--- src/rtl/fp_mul_arbiter.sv ---
// Round-robin sharing of one AXI-stream FP multiplier among N_REQ requesters.
// Optional FPMUL_ARB_STATS_EN adds per-requester grant counters and in-flight high-water mark.
module fp_mul_arbiter #(
   parameter int N_REQ     = 2,
   parameter int TAG_DEPTH = 32
) (
   input  logic                  bus_clk,
   input  logic                  rst,
   input  logic [N_REQ-1:0]      req_valid,
   output logic [N_REQ-1:0]      req_ready,
   input  logic [32*N_REQ-1:0]   req_a_tdata,
   input  logic [32*N_REQ-1:0]   req_b_tdata,
   output logic [N_REQ-1:0]      rsp_valid,
   input  logic [N_REQ-1:0]      rsp_ready,
   output logic [31:0]           rsp_tdata,
   output logic                  mul_a_tvalid,
   input  logic                  mul_a_tready,
   output logic [31:0]           mul_a_tdata,
   output logic                  mul_b_tvalid,
   input  logic                  mul_b_tready,
   output logic [31:0]           mul_b_tdata,
   input  logic                  mul_r_tvalid,
   output logic                  mul_r_tready,
   input  logic [31:0]           mul_r_tdata,
`ifdef FPMUL_ARB_STATS_EN
   output logic [32*N_REQ-1:0]   stat_issued,
   output logic [$clog2(TAG_DEPTH):0] stat_max_inflight,
`endif
   output logic                  busy
);

   localparam int TW = (N_REQ > 1) ? $clog2(N_REQ) : 1;
   localparam int PW = $clog2(TAG_DEPTH);
   localparam int CW = PW + 1;
   localparam logic [TW:0] NR = (TW+1)'(N_REQ);
   localparam logic [CW-1:0] DEPTH = CW'(TAG_DEPTH);

   logic          a_pend_q, a_pend_d;
   logic          b_pend_q, b_pend_d;
   logic [31:0]   a_data_q, a_data_d;
   logic [31:0]   b_data_q, b_data_d;
   logic [TW-1:0] rr_q, rr_d;
   logic [TW-1:0] tag_q [TAG_DEPTH];
   logic [PW-1:0] wr_ptr_q, wr_ptr_d;
   logic [PW-1:0] rd_ptr_q, rd_ptr_d;
   logic [CW-1:0] cnt_q, cnt_d;

   logic               a_hs, b_hs, r_hs;
   logic               stage_free, fifo_full, fifo_empty;
   logic               found, gnt;
   logic [2*N_REQ-1:0] dbl_req, rot_req;
   logic [TW-1:0]      off, gnt_idx, head_tag;
   logic [TW:0]        sum, nxt;
   logic [31:0]        a_sel, b_sel;
   logic [N_REQ-1:0]   head_oh;

   assign a_hs       = a_pend_q & mul_a_tready;
   assign b_hs       = b_pend_q & mul_b_tready;
   assign fifo_empty = (cnt_q == '0);
   assign fifo_full  = (cnt_q == DEPTH);
   // A and B retire independently; the stage frees once neither is left pending.
   assign stage_free = (!a_pend_q | a_hs) & (!b_pend_q | b_hs);

   always_comb begin
      dbl_req = {req_valid, req_valid};
      rot_req = dbl_req >> rr_q;
      off     = '0;
      for (int k = N_REQ - 1; k >= 0; k--) begin
         if (rot_req[k]) off = TW'(k);
      end
      found = |req_valid;
      sum   = {1'b0, rr_q} + {1'b0, off};
      if (sum >= NR) gnt_idx = TW'(sum - NR);
      else           gnt_idx = sum[TW-1:0];
      gnt = found & stage_free & !fifo_full & !rst;
   end

   always_comb begin
      a_sel = '0;
      b_sel = '0;
      for (int i = 0; i < N_REQ; i++) begin
         if (gnt_idx == TW'(i)) begin
            a_sel = req_a_tdata[32*i +: 32];
            b_sel = req_b_tdata[32*i +: 32];
         end
      end
   end

   assign req_ready = gnt ? (N_REQ'(1) << gnt_idx) : '0;

   always_comb begin
      a_pend_d = a_pend_q;
      b_pend_d = b_pend_q;
      a_data_d = a_data_q;
      b_data_d = b_data_q;
      rr_d     = rr_q;
      nxt      = {1'b0, gnt_idx} + 1'b1;
      if (a_hs) a_pend_d = 1'b0;
      if (b_hs) b_pend_d = 1'b0;
      if (gnt) begin
         a_pend_d = 1'b1;
         b_pend_d = 1'b1;
         a_data_d = a_sel;
         b_data_d = b_sel;
         rr_d     = (nxt == NR) ? '0 : nxt[TW-1:0];
      end
   end

   assign mul_a_tvalid = a_pend_q;
   assign mul_b_tvalid = b_pend_q;
   assign mul_a_tdata  = a_data_q;
   assign mul_b_tdata  = b_data_q;

   // Results come back in issue order, so the FIFO head names the owner.
   assign head_tag     = tag_q[rd_ptr_q];
   assign head_oh      = N_REQ'(1) << head_tag;
   assign mul_r_tready = !fifo_empty & |(rsp_ready & head_oh);
   assign rsp_valid    = (mul_r_tvalid & !fifo_empty) ? head_oh : '0;
   assign rsp_tdata    = mul_r_tdata;
   assign r_hs         = mul_r_tvalid & mul_r_tready;

   always_comb begin
      wr_ptr_d = gnt  ? wr_ptr_q + 1'b1 : wr_ptr_q;
      rd_ptr_d = r_hs ? rd_ptr_q + 1'b1 : rd_ptr_q;
      cnt_d    = cnt_q + CW'(gnt) - CW'(r_hs);
   end

   assign busy = a_pend_q | b_pend_q | !fifo_empty;

   always_ff @(posedge bus_clk or posedge rst) begin
      if (rst) begin
         a_pend_q <= 1'b0;
         b_pend_q <= 1'b0;
         a_data_q <= '0;
         b_data_q <= '0;
         rr_q     <= '0;
         wr_ptr_q <= '0;
         rd_ptr_q <= '0;
         cnt_q    <= '0;
      end else begin
         a_pend_q <= a_pend_d;
         b_pend_q <= b_pend_d;
         a_data_q <= a_data_d;
         b_data_q <= b_data_d;
         rr_q     <= rr_d;
         wr_ptr_q <= wr_ptr_d;
         rd_ptr_q <= rd_ptr_d;
         cnt_q    <= cnt_d;
      end
   end

   always_ff @(posedge bus_clk or posedge rst) begin
      if (rst) begin
         for (int i = 0; i < TAG_DEPTH; i++) tag_q[i] <= '0;
      end else if (gnt) begin
         tag_q[wr_ptr_q] <= gnt_idx;
      end
   end

`ifdef FPMUL_ARB_STATS_EN
   logic [31:0]   iss_q [N_REQ];
   logic [CW-1:0] hwm_q;

   always_ff @(posedge bus_clk or posedge rst) begin
      if (rst) begin
         for (int i = 0; i < N_REQ; i++) iss_q[i] <= '0;
         hwm_q <= '0;
      end else begin
         for (int i = 0; i < N_REQ; i++) begin
            if (gnt && gnt_idx == TW'(i)) iss_q[i] <= iss_q[i] + 32'd1;
         end
         if (cnt_d > hwm_q) hwm_q <= cnt_d;
      end
   end

   always_comb begin
      stat_issued = '0;
      for (int i = 0; i < N_REQ; i++) stat_issued[32*i +: 32] = iss_q[i];
   end

   assign stat_max_inflight = hwm_q;
`endif

endmodule

--- config.mk ---
export PLATFORM = sky130hd
export DESIGN_NAME = fp_mul_arbiter
export DESIGN_NICKNAME = d
export VERILOG_FILES = /design/src/rtl/fp_mul_arbiter.sv
export SDC_FILE = /design/constraint.sdc
export NUM_CORES = 1
export LEC_CHECK = 0
export ABC_CLOCK_PERIOD_IN_PS = 4050
export CAP_MARGIN = 20
export CELL_PAD_IN_SITES_DETAIL_PLACEMENT = 1
export CELL_PAD_IN_SITES_GLOBAL_PLACEMENT = 2
export CORE_UTILIZATION = 22
export CTS_CLUSTER_SIZE = 20
export DETAILED_ROUTE_END_ITERATION = 12
export PLACE_DENSITY_LB_ADDON = 0.2
export RECOVER_POWER = 25
export SYNTH_ARGS = -nofsm -noshare
export SYNTH_HDL_FRONTEND = slang
export SYNTH_SLANG_ARGS = --single-unit
--- constraint.sdc ---
create_clock -name bus_clk -period 4.05 [get_ports bus_clk]
set_clock_uncertainty 0.15 [all_clocks]
set_input_delay 0.81 -clock bus_clk [delete_from_list [all_inputs] [get_ports bus_clk]]
set_output_delay 0.81 -clock bus_clk [all_outputs]
set_load 0.005 [all_outputs]
==> results <==
-- Yosys cell counts --
cell type,instances,share of area [%]
nand4_1,1,0.11
nand3_1,9,0.76
ha_1,14,2.9
o21bai_1,1,0.13
mux4_2,4,1.5
xnor2_1,3,0.44
nor3b_1,4,0.50
and2_1,7,0.74
mux2_2,33,6.2
clkinv_1,1,0.063
mux2i_2,1,0.23
nor2_1,9,0.57
o21ai_0,65,5.5
buf_1,3,0.19
and4_1,1,0.15
mux2i_1,76,13
maj3_1,1,0.17
a21oi_1,4,0.34
a21o_1,1,0.13
a2111o_1,1,0.19
clkbuf_1,29,1.8
mux2_1,1,0.19
dfrtp_1,115,48
and3b_1,2,0.29
nand2b_1,3,0.32
a211oi_1,2,0.25
a22oi_1,2,0.25
nor2b_1,3,0.32
xor2_1,8,1.2
nand2_1,107,6.7
buf_2,4,0.34
o31ai_1,1,0.13
or3_1,1,0.11
inv_1,14,0.88
buf_6,1,0.19
and3_1,3,0.32
buf_4,33,4.2
nor3_1,1,0.084
o2111ai_1,1,0.15
fa_1,1,0.34
-- report_power, final --
group          internal, mW  switching [mW]  total (mW)
Clock                  1.13           0.549        1.67
Sequential             1.59           0.315        1.91
Combinational          1.21           0.969        2.18
Total                  3.93            1.83        5.76
-- registers in the layout (all words and copies together), names as in the netlist --
register and flops:
rd_ptr_q 5, wr_ptr_q 5, rr_q 1, mul_b_tdata 32, cnt_q 6, mul_a_tvalid 1
tag_q 32, mul_b_tvalid 1, mul_a_tdata 32
-- area by class of cell --
cell class	count	area [µm²]	share of cell area, %
clock buffer	20	456.7	5.178
clock inverter	12	203.9	2.312
inverter	15	57.56	0.6526
multi-input combinational	371	2633	29.85
sequential	115	2880	32.66
tap	335	419.2	4.752
timing repair buffer	218	2170	24.60
-- per-stage QoR --
stage	area, µm²	worst slack, ps	hold slack, ps	util, %	std cells
3_3_place_gp	8144	214.9	314.3	30.99	1053
5_1_grt	8820	27.53	348.1	33.56	1086
6_report	8820	167.5	333.1	33.56	1086
3_5_place_dp	8144	221.5	323.7	30.99	1053
2_1_floorplan	5954	45.94	320.2	-	571
4_1_cts	8806	27.44	336.9	33.51	1085
-- worst paths after layout --
| check | startpoint | endpoint | slack [ps] | cells past startpoint |
|---|---|---|---|---|
| worst min register to register | mul_a_tdata[15] | mul_a_tdata[15] | 330 | 2 |
| min in group asynchronous | rst | mul_b_tdata[31] | 1400 | 2 |
| worst min-delay path | mul_a_tdata[15] | mul_a_tdata[15] | 330 | 2 |
| max in group asynchronous | rst | rd_ptr_q[2] | 1140 | 2 |
| worst max register to register | rd_ptr_q[1] | cnt_q[5] | 600 | 13 |
| worst max-delay path | rd_ptr_q[1] | mul_r_tready | 170 | 8 |
-- timing repair --
item | CTS | global route
pin swaps | 0 | 0
gates resized for setup | 1 | 3
setup endpoints to repair | 1 | 1
buffers inserted | 0 | 1
-- layer usage --
layer / share of wire [%] / wire [µm] / vias to the layer above
met5: 0.15 / 27 / -
met4: 1.4 / 256 / 4
met3: 9.6 / 1726 / 27
met2: 48 / 8617 / 153
met1: 41 / 7335 / 2232
li1: - / - / 2240
-- worst max-delay path: cells and delay by family (launching register included) --
| kind | cells | cell delay (ps) |
|---|---|---|
| flip-flops | 1 | 460 |
| buffers and inverters | 2 | 640 |
| AND/OR/NAND/NOR | 2 | 310 |
| AO/OA/AOI/OAI | 1 | 60 |
| multiplexers | 3 | 1050 |
-- cells by family after synthesis --
| group | Yosys count |
|---|---|
| buf+inv | 85 |
| mux | 115 |
| xor+xnor | 11 |
| simple gates | 151 |
| flops | 115 |
| compound gates | 78 |
| fa+ha+maj | 16 |
==> metrics.txt <==
commonest non-fill, non-tap cell in the layout clkdlybuf4s50_1; status complete, but fails checks; pin count of the biggest net entering global routing 109; first-pass GRT wire length 28,900 µm; LEAKAGE about 4 nW; grt ovf 0; IO Count between 200 and 300; maximum clock path buffer count 2; Worst-path clk slew 60 ps; met3 Usage GRT 6.321%; final-report max-slew violation count 50; Die X approximately 170 µm; max-cap violations 1; die area 27,730 µm²; WP data required 3090 ps; crit path time final 3883 ps; worst-path fanout max 8; clock sinks 115; Post-Synth Simple-Gate Area about 11%; FILL cells 2,975; mux cell area share after synthesis 20.95%; Synth Area in XOR/XNOR 1.618%; WP data arrival 2920 ps; Post-Synth Adder-Cell Area 3.446%; CP Capture Type primary output; area of the core 26,280 µm²; antenna cells 0; Syn-to-layout area delta 48.12%; hold-fix buffers at CTS 0; Placement Rows 59; crit-path cells mux4_2, mux2_2, nand3_1, and4_4, buf_4, mux2i_2, a21oi_1, clkdlybuf4s50_1; Syn Inst Count 571; Yosys reg bits 115; Global Route Usage Sum 13.63%; initial DRC count 97; Final period util 95.86%; Initial Utilization 22.66%; Slew @ Worst Pin 2405 ps; CTS tree built; clock latency on the worst-skew pair between 400 and 500 ps; initial antenna violation count 3; ratio of cells with drive above 1 in the final layout 11.45%; Rel. slew slack -61.25%; Synth Net Count 755; met2 Use GR approximately 22%; register area share after synthesis 48.33%; VDD IR max 0.2232 mV; top achievable clock speed 257.6 MHz; post-synthesis compound-gate area fraction 7.018%; RSZ-0062 raised after global routing no; Buffers on Ports between 200 and 250; CTS root buf clkbuf_16; H-tree depth 4; Crit-path slowest cell mux4_2; DRT antenna net count 0; largest family of logic cells by synthesized area multiplexers; Yosys warning count 0; vias in the first global route 5,190; Crit Path Category register to primary output; Routed WL 17,960 µm; die span in y about 170 µm; WL/cell 16.54 µm; Final GP Congestion about 0.73; CP peak stage delay roughly 520 ps; Fin. Hold Viols 0; pwr dens about 650 nW/µm²; worst min path class register to register; syn_area_per_cell ~10 µm²; Remaining DRCs 4; Startpoint Class register; failing checks design-rule violations, max-capacitance violations, max-slew violations; Vias/cell 4.287; Final Net Count 922; TritonCTS Buffers 17; total chip power 5.758 mW; Yosys cell types 40; met1 Track Usage GR about 16%; GRT busiest layer met2; most frequent cells in the layout 207 x clkdlybuf4s50_1, 113 x dfrtp_1, 107 x nand2_1, 75 x mux2i_1, 65 x o21ai_0; TNS Setup 0 ps; DRT Pass-1 Iters 8; Cell Area, Synth between 5000 and 6000 µm²; via count 4,656; HPWL after detailed placement 13,840 µm; final setup fails 0
No activity file was read; power rests on OpenSTA's default activity.
